**src/rtl/des_pkg.sv**
```systemverilog
// des_pkg: DES permutation tables, S-boxes, shared typedefs and IP/FP helpers.
package des_pkg;
  typedef logic [63:0] block_t;
  typedef logic [31:0] half_t;
  typedef logic [47:0] rkey_t;
  typedef enum logic [1:0] {IDLE, RUN, DONE} state_t;
  // Tables hold 1-based source bit numbers, bit 1 being the MSB.
  localparam int ip_t [64] = '{
    58, 50, 42, 34, 26, 18, 10, 2, 60, 52, 44, 36, 28, 20, 12, 4,
    62, 54, 46, 38, 30, 22, 14, 6, 64, 56, 48, 40, 32, 24, 16, 8,
    57, 49, 41, 33, 25, 17, 9, 1, 59, 51, 43, 35, 27, 19, 11, 3,
    61, 53, 45, 37, 29, 21, 13, 5, 63, 55, 47, 39, 31, 23, 15, 7};
  localparam int fp_t [64] = '{
    40, 8, 48, 16, 56, 24, 64, 32, 39, 7, 47, 15, 55, 23, 63, 31,
    38, 6, 46, 14, 54, 22, 62, 30, 37, 5, 45, 13, 53, 21, 61, 29,
    36, 4, 44, 12, 52, 20, 60, 28, 35, 3, 43, 11, 51, 19, 59, 27,
    34, 2, 42, 10, 50, 18, 58, 26, 33, 1, 41, 9, 49, 17, 57, 25};
  localparam int e_t [48] = '{
    32, 1, 2, 3, 4, 5, 4, 5, 6, 7, 8, 9, 8, 9, 10, 11, 12, 13,
    12, 13, 14, 15, 16, 17, 16, 17, 18, 19, 20, 21, 20, 21, 22, 23, 24, 25,
    24, 25, 26, 27, 28, 29, 28, 29, 30, 31, 32, 1};
  localparam int p_t [32] = '{
    16, 7, 20, 21, 29, 12, 28, 17, 1, 15, 23, 26, 5, 18, 31, 10,
    2, 8, 24, 14, 32, 27, 3, 9, 19, 13, 30, 6, 22, 11, 4, 25};
  // Row-major: entry index = row*16 + col.
  localparam logic [3:0] sbox_t [8][64] = '{
    '{14, 4, 13, 1, 2, 15, 11, 8, 3, 10, 6, 12, 5, 9, 0, 7,
      0, 15, 7, 4, 14, 2, 13, 1, 10, 6, 12, 11, 9, 5, 3, 8,
      4, 1, 14, 8, 13, 6, 2, 11, 15, 12, 9, 7, 3, 10, 5, 0,
      15, 12, 8, 2, 4, 9, 1, 7, 5, 11, 3, 14, 10, 0, 6, 13},
    '{15, 1, 8, 14, 6, 11, 3, 4, 9, 7, 2, 13, 12, 0, 5, 10,
      3, 13, 4, 7, 15, 2, 8, 14, 12, 0, 1, 10, 6, 9, 11, 5,
      0, 14, 7, 11, 10, 4, 13, 1, 5, 8, 12, 6, 9, 3, 2, 15,
      13, 8, 10, 1, 3, 15, 4, 2, 11, 6, 7, 12, 0, 5, 14, 9},
    '{10, 0, 9, 14, 6, 3, 15, 5, 1, 13, 12, 7, 11, 4, 2, 8,
      13, 7, 0, 9, 3, 4, 6, 10, 2, 8, 5, 14, 12, 11, 15, 1,
      13, 6, 4, 9, 8, 15, 3, 0, 11, 1, 2, 12, 5, 10, 14, 7,
      1, 10, 13, 0, 6, 9, 8, 7, 4, 15, 14, 3, 11, 5, 2, 12},
    '{7, 13, 14, 3, 0, 6, 9, 10, 1, 2, 8, 5, 11, 12, 4, 15,
      13, 8, 11, 5, 6, 15, 0, 3, 4, 7, 2, 12, 1, 10, 14, 9,
      10, 6, 9, 0, 12, 11, 7, 13, 15, 1, 3, 14, 5, 2, 8, 4,
      3, 15, 0, 6, 10, 1, 13, 8, 9, 4, 5, 11, 12, 7, 2, 14},
    '{2, 12, 4, 1, 7, 10, 11, 6, 8, 5, 3, 15, 13, 0, 14, 9,
      14, 11, 2, 12, 4, 7, 13, 1, 5, 0, 15, 10, 3, 9, 8, 6,
      4, 2, 1, 11, 10, 13, 7, 8, 15, 9, 12, 5, 6, 3, 0, 14,
      11, 8, 12, 7, 1, 14, 2, 13, 6, 15, 0, 9, 10, 4, 5, 3},
    '{12, 1, 10, 15, 9, 2, 6, 8, 0, 13, 3, 4, 14, 7, 5, 11,
      10, 15, 4, 2, 7, 12, 9, 5, 6, 1, 13, 14, 0, 11, 3, 8,
      9, 14, 15, 5, 2, 8, 12, 3, 7, 0, 4, 10, 1, 13, 11, 6,
      4, 3, 2, 12, 9, 5, 15, 10, 11, 14, 1, 7, 6, 0, 8, 13},
    '{4, 11, 2, 14, 15, 0, 8, 13, 3, 12, 9, 7, 5, 10, 6, 1,
      13, 0, 11, 7, 4, 9, 1, 10, 14, 3, 5, 12, 2, 15, 8, 6,
      1, 4, 11, 13, 12, 3, 7, 14, 10, 15, 6, 8, 0, 5, 9, 2,
      6, 11, 13, 8, 1, 4, 10, 7, 9, 5, 0, 15, 14, 2, 3, 12},
    '{13, 2, 8, 4, 6, 15, 11, 1, 10, 9, 3, 14, 5, 0, 12, 7,
      1, 15, 13, 8, 10, 3, 7, 4, 12, 5, 6, 11, 0, 14, 9, 2,
      7, 11, 4, 1, 9, 12, 14, 2, 0, 6, 10, 13, 15, 3, 5, 8,
      2, 1, 14, 7, 4, 10, 8, 13, 15, 12, 9, 0, 3, 5, 6, 11}};
  function automatic logic [3:0] sbox(input int n, input logic [5:0] x);
    return sbox_t[n][{x[5], x[0], x[4:1]}];
  endfunction
  function automatic block_t ip_f(input block_t d);
    block_t o;
    for (int i = 0; i < 64; i++) o[63-i] = d[64-ip_t[i]];
    return o;
  endfunction
  function automatic block_t fp_f(input block_t d);
    block_t o;
    for (int i = 0; i < 64; i++) o[63-i] = d[64-fp_t[i]];
    return o;
  endfunction
endpackage

```
**src/rtl/des_encryption_if.sv**
```systemverilog
// des_encryption_if: block, round-key and handshake bundle between packet buffer, key scheduler and output path.
interface des_encryption_if;
  import des_pkg::*;
  logic EOP_flag;
  logic mode;
  block_t in;
  rkey_t in_key00, in_key01, in_key02, in_key03, in_key04, in_key05, in_key06, in_key07;
  rkey_t in_key08, in_key09, in_key10, in_key11, in_key12, in_key13, in_key14, in_key15;
  logic encrypt_done;
  block_t out;
  logic out_valid;
  modport master (
    output EOP_flag, mode, in, encrypt_done,
    output in_key00, in_key01, in_key02, in_key03, in_key04, in_key05, in_key06, in_key07,
    output in_key08, in_key09, in_key10, in_key11, in_key12, in_key13, in_key14, in_key15,
    input out, out_valid
  );
  modport slave (
    input EOP_flag, mode, in, encrypt_done,
    input in_key00, in_key01, in_key02, in_key03, in_key04, in_key05, in_key06, in_key07,
    input in_key08, in_key09, in_key10, in_key11, in_key12, in_key13, in_key14, in_key15,
    output out, out_valid
  );
endinterface

```
**src/rtl/des_round.sv**
```systemverilog
// des_round: one combinational DES Feistel round, (L, R, K) -> (R, L ^ P(S(E(R) ^ K))).
module des_round
  import des_pkg::*;
(
  input  half_t l,
  input  half_t r,
  input  rkey_t k,
  output half_t l_n,
  output half_t r_n
);
  rkey_t e;
  rkey_t x;
  half_t s;
  half_t f;
  always_comb begin
    e = '0;
    s = '0;
    f = '0;
    for (int i = 0; i < 48; i++) e[47-i] = r[32-e_t[i]];
    x = e ^ k;
    for (int j = 0; j < 8; j++) s[31-4*j -: 4] = sbox(j, x[47-6*j -: 6]);
    for (int i = 0; i < 32; i++) f[31-i] = s[32-p_t[i]];
  end
  assign l_n = r;
  assign r_n = l ^ f;
endmodule

```
**src/rtl/des_encryption.sv**
```systemverilog
// des_encryption: iterative DES core, two rounds per clock, 8-clock latency.
// Define DES_KEY_LATCH_EN to register all round keys on the EOP edge.
module des_encryption
  import des_pkg::*;
(
  input logic clk,
  input logic reset,
  des_encryption_if.slave bus
);
  state_t state, state_n;
  logic [2:0] cnt;
  half_t l, r, l1, r1, l2, r2;
  logic md;
  rkey_t ka, kb;
  rkey_t keys [16];
  rkey_t rk [16];
  logic start;
  assign keys = '{bus.in_key00, bus.in_key01, bus.in_key02, bus.in_key03,
                  bus.in_key04, bus.in_key05, bus.in_key06, bus.in_key07,
                  bus.in_key08, bus.in_key09, bus.in_key10, bus.in_key11,
                  bus.in_key12, bus.in_key13, bus.in_key14, bus.in_key15};
  assign start = bus.EOP_flag && (state == IDLE || state == DONE);
`ifdef DES_KEY_LATCH_EN
  rkey_t key_q [16];
  always_ff @(posedge clk)
    if (start) key_q <= keys;
  assign rk = key_q;
`else
  assign rk = keys;
`endif
  // Decrypt walks the schedule backwards: index 15-n is the bitwise inverse of n.
  assign ka = md ? rk[{cnt, 1'b0}] : rk[~{cnt, 1'b0}];
  assign kb = md ? rk[{cnt, 1'b1}] : rk[~{cnt, 1'b1}];
  des_round u_r0 (.l(l),  .r(r),  .k(ka), .l_n(l1), .r_n(r1));
  des_round u_r1 (.l(l1), .r(r1), .k(kb), .l_n(l2), .r_n(r2));
  always_comb begin
    state_n = state;
    if (start) state_n = RUN;
    else if (state == RUN && cnt == 3'd7) state_n = DONE;
    else if (state == DONE && bus.encrypt_done) state_n = IDLE;
  end
  always_ff @(posedge clk)
    state <= reset ? IDLE : state_n;
  always_ff @(posedge clk) begin
    if (reset) begin
      l <= '0;
      r <= '0;
      cnt <= '0;
      md <= 1'b0;
      bus.out <= '0;
      bus.out_valid <= 1'b0;
    end else if (start) begin
      {l, r} <= ip_f(bus.in);
      md <= bus.mode;
      cnt <= '0;
      bus.out_valid <= 1'b0;
    end else if (state == RUN) begin
      l <= l2;
      r <= r2;
      cnt <= cnt + 3'd1;
      if (cnt == 3'd7) begin
        bus.out <= fp_f({r2, l2});
        bus.out_valid <= 1'b1;
      end
    end else if (state == DONE && bus.encrypt_done) begin
      bus.out_valid <= 1'b0;
    end
  end
endmodule

```
**src/flat_wrapper.sv**
```systemverilog
// flat-port wrapper written by rule: the top's interface ports become plain ports
module des_encryption_flat import des_pkg::*;
  (clk, reset, bus_EOP_flag, bus_mode, bus_in, bus_encrypt_done, bus_in_key00, bus_in_key01, bus_in_key02, bus_in_key03, bus_in_key04, bus_in_key05, bus_in_key06, bus_in_key07, bus_in_key08, bus_in_key09, bus_in_key10, bus_in_key11, bus_in_key12, bus_in_key13, bus_in_key14, bus_in_key15, bus_out, bus_out_valid);
  des_encryption_if bus_i ();
  input logic clk;
  input logic reset;
  input wire logic [$bits(bus_i.EOP_flag)-1:0] bus_EOP_flag;
  input wire logic [$bits(bus_i.mode)-1:0] bus_mode;
  input wire logic [$bits(bus_i.in)-1:0] bus_in;
  input wire logic [$bits(bus_i.encrypt_done)-1:0] bus_encrypt_done;
  input wire logic [$bits(bus_i.in_key00)-1:0] bus_in_key00;
  input wire logic [$bits(bus_i.in_key01)-1:0] bus_in_key01;
  input wire logic [$bits(bus_i.in_key02)-1:0] bus_in_key02;
  input wire logic [$bits(bus_i.in_key03)-1:0] bus_in_key03;
  input wire logic [$bits(bus_i.in_key04)-1:0] bus_in_key04;
  input wire logic [$bits(bus_i.in_key05)-1:0] bus_in_key05;
  input wire logic [$bits(bus_i.in_key06)-1:0] bus_in_key06;
  input wire logic [$bits(bus_i.in_key07)-1:0] bus_in_key07;
  input wire logic [$bits(bus_i.in_key08)-1:0] bus_in_key08;
  input wire logic [$bits(bus_i.in_key09)-1:0] bus_in_key09;
  input wire logic [$bits(bus_i.in_key10)-1:0] bus_in_key10;
  input wire logic [$bits(bus_i.in_key11)-1:0] bus_in_key11;
  input wire logic [$bits(bus_i.in_key12)-1:0] bus_in_key12;
  input wire logic [$bits(bus_i.in_key13)-1:0] bus_in_key13;
  input wire logic [$bits(bus_i.in_key14)-1:0] bus_in_key14;
  input wire logic [$bits(bus_i.in_key15)-1:0] bus_in_key15;
  output wire logic [$bits(bus_i.out)-1:0] bus_out;
  output wire logic [$bits(bus_i.out_valid)-1:0] bus_out_valid;
  assign bus_i.EOP_flag = bus_EOP_flag;
  assign bus_i.mode = bus_mode;
  assign bus_i.in = bus_in;
  assign bus_i.encrypt_done = bus_encrypt_done;
  assign bus_i.in_key00 = bus_in_key00;
  assign bus_i.in_key01 = bus_in_key01;
  assign bus_i.in_key02 = bus_in_key02;
  assign bus_i.in_key03 = bus_in_key03;
  assign bus_i.in_key04 = bus_in_key04;
  assign bus_i.in_key05 = bus_in_key05;
  assign bus_i.in_key06 = bus_in_key06;
  assign bus_i.in_key07 = bus_in_key07;
  assign bus_i.in_key08 = bus_in_key08;
  assign bus_i.in_key09 = bus_in_key09;
  assign bus_i.in_key10 = bus_in_key10;
  assign bus_i.in_key11 = bus_in_key11;
  assign bus_i.in_key12 = bus_in_key12;
  assign bus_i.in_key13 = bus_in_key13;
  assign bus_i.in_key14 = bus_in_key14;
  assign bus_i.in_key15 = bus_in_key15;
  assign bus_out = bus_i.out;
  assign bus_out_valid = bus_i.out_valid;
  des_encryption u_core (.clk(clk), .reset(reset), .bus(bus_i));
endmodule
```
**config.mk**
```make
export PLATFORM = sky130hd
export DESIGN_NAME = des_encryption_flat
export DESIGN_NICKNAME = d
export VERILOG_FILES = /design/src/rtl/des_pkg.sv /design/src/rtl/des_encryption_if.sv /design/src/rtl/des_round.sv /design/src/rtl/des_encryption.sv /design/src/flat_wrapper.sv
export SDC_FILE = /design/constraint.sdc
export NUM_CORES = 2
export LEC_CHECK = 0
export CORE_AREA = 2 2 348 350
export DETAILED_ROUTE_END_ITERATION = 7
export DIE_AREA = 0 0 350 352
export GPL_ROUTABILITY_DRIVEN = 0
export PLACE_DENSITY = 0.47
export SLEW_MARGIN = 10
export SYNTH_ARGS = -nofsm -noshare
export SYNTH_HDL_FRONTEND = slang
export SYNTH_SLANG_ARGS = --single-unit
```
**constraint.sdc**
```tcl
create_clock -name clk -period 23.4 [get_ports clk]
set_input_delay 7.02 -clock clk [delete_from_list [all_inputs] [get_ports clk]]
set_output_delay 7.02 -clock clk [all_outputs]
set_load 0.05 [all_outputs]
```
# ---- Word level (Yosys, flattened, before mapping)
# Memory sizes are Yosys's and may differ from the RTL's.
# Cells that the tools add are included.
dict set report totals {
  reg_bits 135
  latchBits 0
  ram_bits 0
  romBits 4096
  input_bits 837
  output_inout_bits 65
  wordCells 144
  mem_count 16
}
# name depth width rd rd_ports_with_merged_regs wr line_no
set mem_list {}
lappend mem_list {{(no name shown)} 64 4 1 0 0 des_pkg.sv:60} ;# return sbox_t[n][{x[5], x[0], x[4:1]}];
lappend mem_list {{(no name shown)} 64 4 1 0 0 des_pkg.sv:60}
lappend mem_list {{(no name shown)} 64 4 1 0 0 des_pkg.sv:60}
lappend mem_list {{(no name shown)} 64 4 1 0 0 des_pkg.sv:60}
lappend mem_list {{(no name shown)} 64 4 1 0 0 des_pkg.sv:60}
lappend mem_list {{(no name shown)} 64 4 1 0 0 des_pkg.sv:60}
lappend mem_list {{+10 memories} - - - - - -}
dict set report classes {
  n_addsub 1
  multipliers 0
  div_mod_pow 0
  order_cmp 20
  eq_ne 4
  n_shift 0
  mux 56
  bitwise 27
  n_reduce_logical 12
}
# cell count
set op_table {}
lappend op_table {{binary-select mux 48 bit (select 4 bit)} 4}
lappend op_table {{two-way mux 48 bit} 10}
lappend op_table {{two-way mux 32 bit} 4}
lappend op_table {{two-way mux 4 bit} 32}
lappend op_table {{greater-or-equal comparator 7 bit (second input constant)} 16}
lappend op_table {{inverter 6 -> 7 bit} 16}
lappend op_table {{bitwise XOR 48 bit} 2}
lappend op_table {{bitwise XOR 32 bit} 2}
lappend op_table {{greater-or-equal comparator 5 bit (second input constant)} 4}
lappend op_table {{inverter 4 -> 5 bit} 4}
lappend op_table {{inverter 4 bit} 2}
lappend op_table {{nonzero test 2 bit} 3}
lappend op_table {{two-way mux 1 bit} 4}
lappend op_table {{two-way mux 2 bit} 2}
lappend op_table {{adder 3 x 1 -> 3 bit (second input constant)} 1}
lappend op_table {{== test 3 bit (second input constant)} 1}
lappend op_table {{logical AND 1 bit} 3}
lappend op_table {{AND reduction 3 bit} 1}
lappend op_table {{nonzero test 3 bit} 1}
lappend op_table {{== test 2 x 1 -> 1 bit (second input constant)} 1}
lappend op_table {{== test 2 bit (second input constant)} 1}
lappend op_table {{zero test 2 bit} 1}
lappend op_table {{!= test 2 bit (second input constant)} 1}
lappend op_table {{AND reduction 2 bit} 1}
lappend op_table {{3 further kinds} 3}

# ---- Longest topological paths before layout
dict set report depth {
  word_depth 20
  mapped_depth 33
  depth_no_buf 23
}

# ---- Cells and area by module
# Synthesis repeated with hierarchy kept, for this count alone.
dict set report unflattened {
  cells_unflattened 2904
  hier_area_um2 27843.0
}
# mod instances cells_per_inst area_each_um2 seq_area_each_um2
set modules_own_cells {}
lappend modules_own_cells {des_encryption 1 1410 16179.3 2702.6}
lappend modules_own_cells {des_round 2 747 5831.8 0.0}

# ---- Least setup slack after synthesis
# Ideal clock, no wire load.
dict set report synth_timing {
  path_kind {in2reg}
  start {in bus_in_key14[8]}
  end {reg u_core.r[8]}
  setup_ns 0.074
  arrival_ns 12.106
  required_ns 23.326
  path_slack_ns 11.219
  cell_stages 19
  path_buffers 1
  path_cell_list {mux4_2 > mux4_2 > xnor2_4 > inv_1 > ha_1 > clkbuf_1 > nor2_1 > a211o_1 > a31o_2 > mux2i_2 > xor2_1 > ha_1 > inv_1 > or3_1 > a211o_1 > and4b_1 > a31o_1 > or3_1 > a31oi_1}
}
dict set report synth_via {
  elab_chain_cells 18
  elab_cells_between_ends 21
  classes_between {13 x mux; 6 x bitwise; 2 x memory}
}
# element line_no
set synth_rtl {}
lappend synth_rtl {{start: declaration} flat_wrapper.sv:25} ;# input wire logic [$bits(bus_i.in_key14)-1:0] bus_in_key14;
lappend synth_rtl {{binary-select mux 48 bit (select 4 bit)} des_encryption.sv:32} ;# assign ka = md ? rk[{cnt, 1'b0}] : rk[~{cnt, 1'b0}];
lappend synth_rtl {{two-way mux 48 bit (implied by the code) (2 in a row)} des_encryption.sv:32}
lappend synth_rtl {{two-way mux 48 bit *} des_encryption.sv:32}
lappend synth_rtl {{bitwise XOR 48 bit *} des_round.sv:20} ;# x = e ^ k;
lappend synth_rtl {{inverter 6 -> 7 bit (implied by the code) *} des_pkg.sv:60}
lappend synth_rtl {{memory (64 x 4 bit) *} -}
lappend synth_rtl {{two-way mux 4 bit (implied by the code) * (2 in a row)} des_pkg.sv:60}
lappend synth_rtl {{bitwise XOR 32 bit *} des_round.sv:25} ;# assign r_n = l ^ f;
lappend synth_rtl {{bitwise XOR 48 bit *} des_round.sv:20}
lappend synth_rtl {{inverter 6 -> 7 bit (implied by the code) *} des_pkg.sv:60}
lappend synth_rtl {{memory (64 x 4 bit) *} -}
lappend synth_rtl {{two-way mux 4 bit (implied by the code) * (2 in a row)} des_pkg.sv:60}
lappend synth_rtl {{bitwise XOR 32 bit *} des_round.sv:25}
lappend synth_rtl {{two-way mux 32 bit *} des_encryption.sv:57} ;# end else if (state == RUN) begin
lappend synth_rtl {{two-way mux 32 bit *} des_encryption.sv:52} ;# end else if (start) begin
lappend synth_rtl {{end signal: assignment} des_encryption.sv:53} ;# {l, r} <= ip_f(bus.in);
lappend synth_rtl {{end signal: assignment} des_encryption.sv:59} ;# r <= r2;
lappend synth_rtl {{end: declaration} des_encryption.sv:12} ;# half_t l, r, l1, r1, l2, r2;
# Every way passes the cells marked *; elsewhere a longest branch is shown, timed or not. The select of a mux whose other input is x is not followed.
# A chain may end at the register's enable or synchronous reset.

# ---- Worst setup path in the final report
dict set report layout_timing {
  start {in bus_in_key14[7]}
  end {reg u_core.r[2]}
}
# The elaborated chain is that of the path after synthesis.

==> impl_metrics.py <==
metrics = {
    "sta": {
        "finalWorstPathRequiredPeriod_ns": 13.41,
        "max-slew-margin-rel": 0.1007,
        "setup_violations": 0,
        "finalCritPeriodShare": 0.5731,
        "finalSetupTns_ns": 0,
        "rsz0062_at_grt": "no",
        "report.final.slew_viol_count": 0,
        "tightest_slew_ns": 1.346,
        "fin_worst_skew_ns": 0.01784,
        "finalHoldViolCount": 0,
        "fmax_ghz": 0.07457,
        "hold_ws_ns": 0.4481,
    },
    "clock_tree": {
        "root_buffer": "clkbuf_16",
        "cts_setup_buffers": 0,
        "cts_tree": "done",
        "clk_pin_slew_ns": 0.07,
        "clock_latency_ns": 0.45,
        "cts_max_path_buffers": 2,
        "cts_max_level": 4,
        "cts_buffers": 17,
        "cts_hold_repair.buffers": 0,
        "ctsResizeCount": 0,
        "cts.sinks": 135,
    },
    "synth": {
        "synth.largest_area_cell": "mux4_2",
        "synth.distinct_cells": 129,
        "syn_inst": 3500,
        "seq_area_frac_synth": 0.08543,
        "synthFlopType": "dfxtp_1",
        "syn_nets": 4446,
        "synth.top_cell.area_share": 0.2221,
        "synth_area_leaders": "mux4_2 (22%), mux2i_1 (9.0%), dfxtp_1 (8.5%)",
        "synth_edf_count": 0,
        "syn_area_per_cell_um2": 9.038,
        "yosys_warnings": 0,
        "synth_common_cells": "mux4_2 (312), mux2i_1 (286), nand2_1 (253), nor2_1 (173), o21ai_0 (153)",
        "ys_ff_latch": 135,
        "synthArstFlopShare": 0,
        "syn_area_mm2": 0.03163,
        "post-synth-top-count-cell": "mux4_2",
    },
    "layout": {
        "fin_nets": 5107,
        "n_fill_cell": 12170,
        "multiInputGateArea_mm2": 0.02669,
        "drive_gt1_frac": 0.1478,
        "syn_to_final_growth_pct": 32.73,
        "regArea_mm2": 0.002718,
    },
    "global_routing": {
        "grt_pass1_vias": 32730,
        "grt_usage": 0.2946,
        "grt_pass1_wl_mm": 259.6,
        "grt_max_degree": 129,
        "gr-total-overflow": 0,
        "antenna_found_initial": 61,
    },
    "place": {
        "dp_hpwl_mm": 157.3,
        "portBuffers": 901,
    },
    "power_and_ir_drop": {
        "power.density_mw_per_mm2": 141.9,
        "vdd_drop_max_v": 0.00008560,
        "finalPower_mw": 5.959,
        "power_leakage_nw": 14.00,
    },
    "critical_path": {
        "critPathMaxStageDelay_ns": 0.86,
        "startpoint_type": "input port",
        "path_cells": "clkdlybuf4s50_1, mux2i_1, a22oi_1, a21bo_2, and3_1, nor2_1, inv_1, ha_1, nor4_1, a2111oi_0, a31o_2, mux2i_2, xor2_1, ha_1, inv_1, o21ai_0, a311oi_1, a31oi_1, o22ai_1, mux2_1, a21oi_1",
        "critPathKind": "input port to register",
        "critPathBufInv": 3,
        "end_kind": "register",
        "cp_slowest_cell": "xor2_1",
        "critical_path.top_delay_family": "compound AO/OA/AOI/OAI gates",
        "crit_fanout": 12,
        "crit_arrival_ns": 13.78,
        "cp.required_ns": 23.77,
        "r2r_setup_slack_ns": 14.03,
    },
    "floorplan": {
        "fp-row-count": 127,
        "die_x_um": 350,
        "start_util": 0.2651,
        "coreArea_mm2": 0.1193,
        "die_y_um": 352,
        "die_area_mm2": 0.1232,
        "io_pins": 902,
    },
    "status": {
        "status": "completed",
    },
    "drt": {
        "via_per_inst": 6.036,
        "drc": 0,
        "routed_wirelength_mm": 190.2,
        "post_drt_wl_per_cell_um": 32.68,
        "vias": 35130,
        "drt-initial-drc-count": 4521,
        "dr.pass1.iters": 6,
        "ant_nets": 0,
    },
    "job": {
        "max_cap_viol_count": 0,
    },
    "worst_hold_path": {
        "min_path_type": "register to register",
    },
}
==> registers in the layout (all words and copies together) (netlist names) <==
register and flops:
u_core.state 2, u_core.bus.out 64, u_core.md 1, u_core.r 32, u_core.cnt 3, u_core.bus.out_valid 1, u_core.l 32
==> cell families after synthesis <==
group / synth area share
muxes: 0.3446
adders and majority gates: 0.04311
DFF: 0.08543
buffers and inverters: 0.07337
xor gates and xnor gates: 0.06961
AOI/OAI and AO/OA: 0.2366
and+or+nand+nor: 0.1473
==> power breakdown <==
group	switching (mW)	internal, mW	leakage [nW]
logic	3.30	2.00	12.6
clock network	0.124	0.158	0.286
registers	0.113	0.264	1.10
==> area by class of cell <==
class                      instances  area share
inverter                          82    0.007360
tap                             1612     0.04804
antenna                           33    0.001967
sequential                       135     0.06472
multi-input combinational       2955      0.6356
timing repair buffer             970      0.2285
clock buffer                      18     0.01022
clock inverter                    14    0.003576
==> layout by cell type, fill, tap and decap left out, drive strengths merged, types with 21 or more instances in the layout <==
cell	synthesis	layout
xor2	62	62
a22o	53	53
nand3	118	118
a21oi	145	145
nand2b	25	25
mux2	69	69
mux4	317	317
nor3	105	105
diode	0	33
buf	205	70
a31oi	44	44
o22ai	41	41
o31ai	23	23
a221oi	46	46
nor4	22	22
xnor2	144	144
and3	31	31
mux2i	292	292
and2	26	26
nand2	255	255
clkdlybuf4s50	0	900
inv	80	84
a211o	27	27
a21o	21	21
nor2	178	178
nor2b	23	23
o211ai	66	66
o2111ai	26	26
a211oi	54	54
dfxtp	135	135
o21ai	181	181
a22oi	100	100
ha	109	109
or3	47	47
==> tightest hold or removal path, cell delays in order (launching register included) <==
cell	delay [ns]
dfxtp_1	0.31
nand2_1	0.05
o21ai_1	0.05
==> through the flow <==
step | utilization | area [µm²] | setup WS (ns) | instances
floorplan | - | 31630 | 11.22 | 3500
global placement | 0.3463 | 41330 | 9.754 | 5754
detailed placement | 0.3463 | 41330 | 9.755 | 5754
CTS | 0.3512 | 41910 | 10.19 | 5786
global route | 0.3516 | 41950 | 9.671 | 5805
finish | 0.3518 | 41990 | 9.990 | 5819
==> per-layer routing <==
| metal | part of all wire | GRT usage | routed length, µm |
|---|---|---|---|
| met4 | 0.028 | 0.07914 | 5324 |
| met2 | 0.46 | 0.4744 | 87420 |
| met1 | 0.42 | 0.3937 | 79770 |
| met5 | 0.00073 | 0 | 139 |
| met3 | 0.092 | 0.06659 | 17510 |
==> path summary, 6_finish.rpt <==
path	start	cells past startpoint	end
worst max-delay path	bus_in_key14[7]	21	u_core.r[2]$_SDFFE_PP0P_
worst min register to register	u_core.bus.out[26]$_SDFFE_PP0P_	2	u_core.bus.out[26]$_SDFFE_PP0P_
worst max register to register	u_core.cnt[1]$_SDFFE_PP0P_	23	u_core.r[2]$_SDFFE_PP0P_
worst min-delay path	u_core.bus.out[26]$_SDFFE_PP0P_	2	u_core.bus.out[26]$_SDFFE_PP0P_
(Power assumes the default switching activity.)
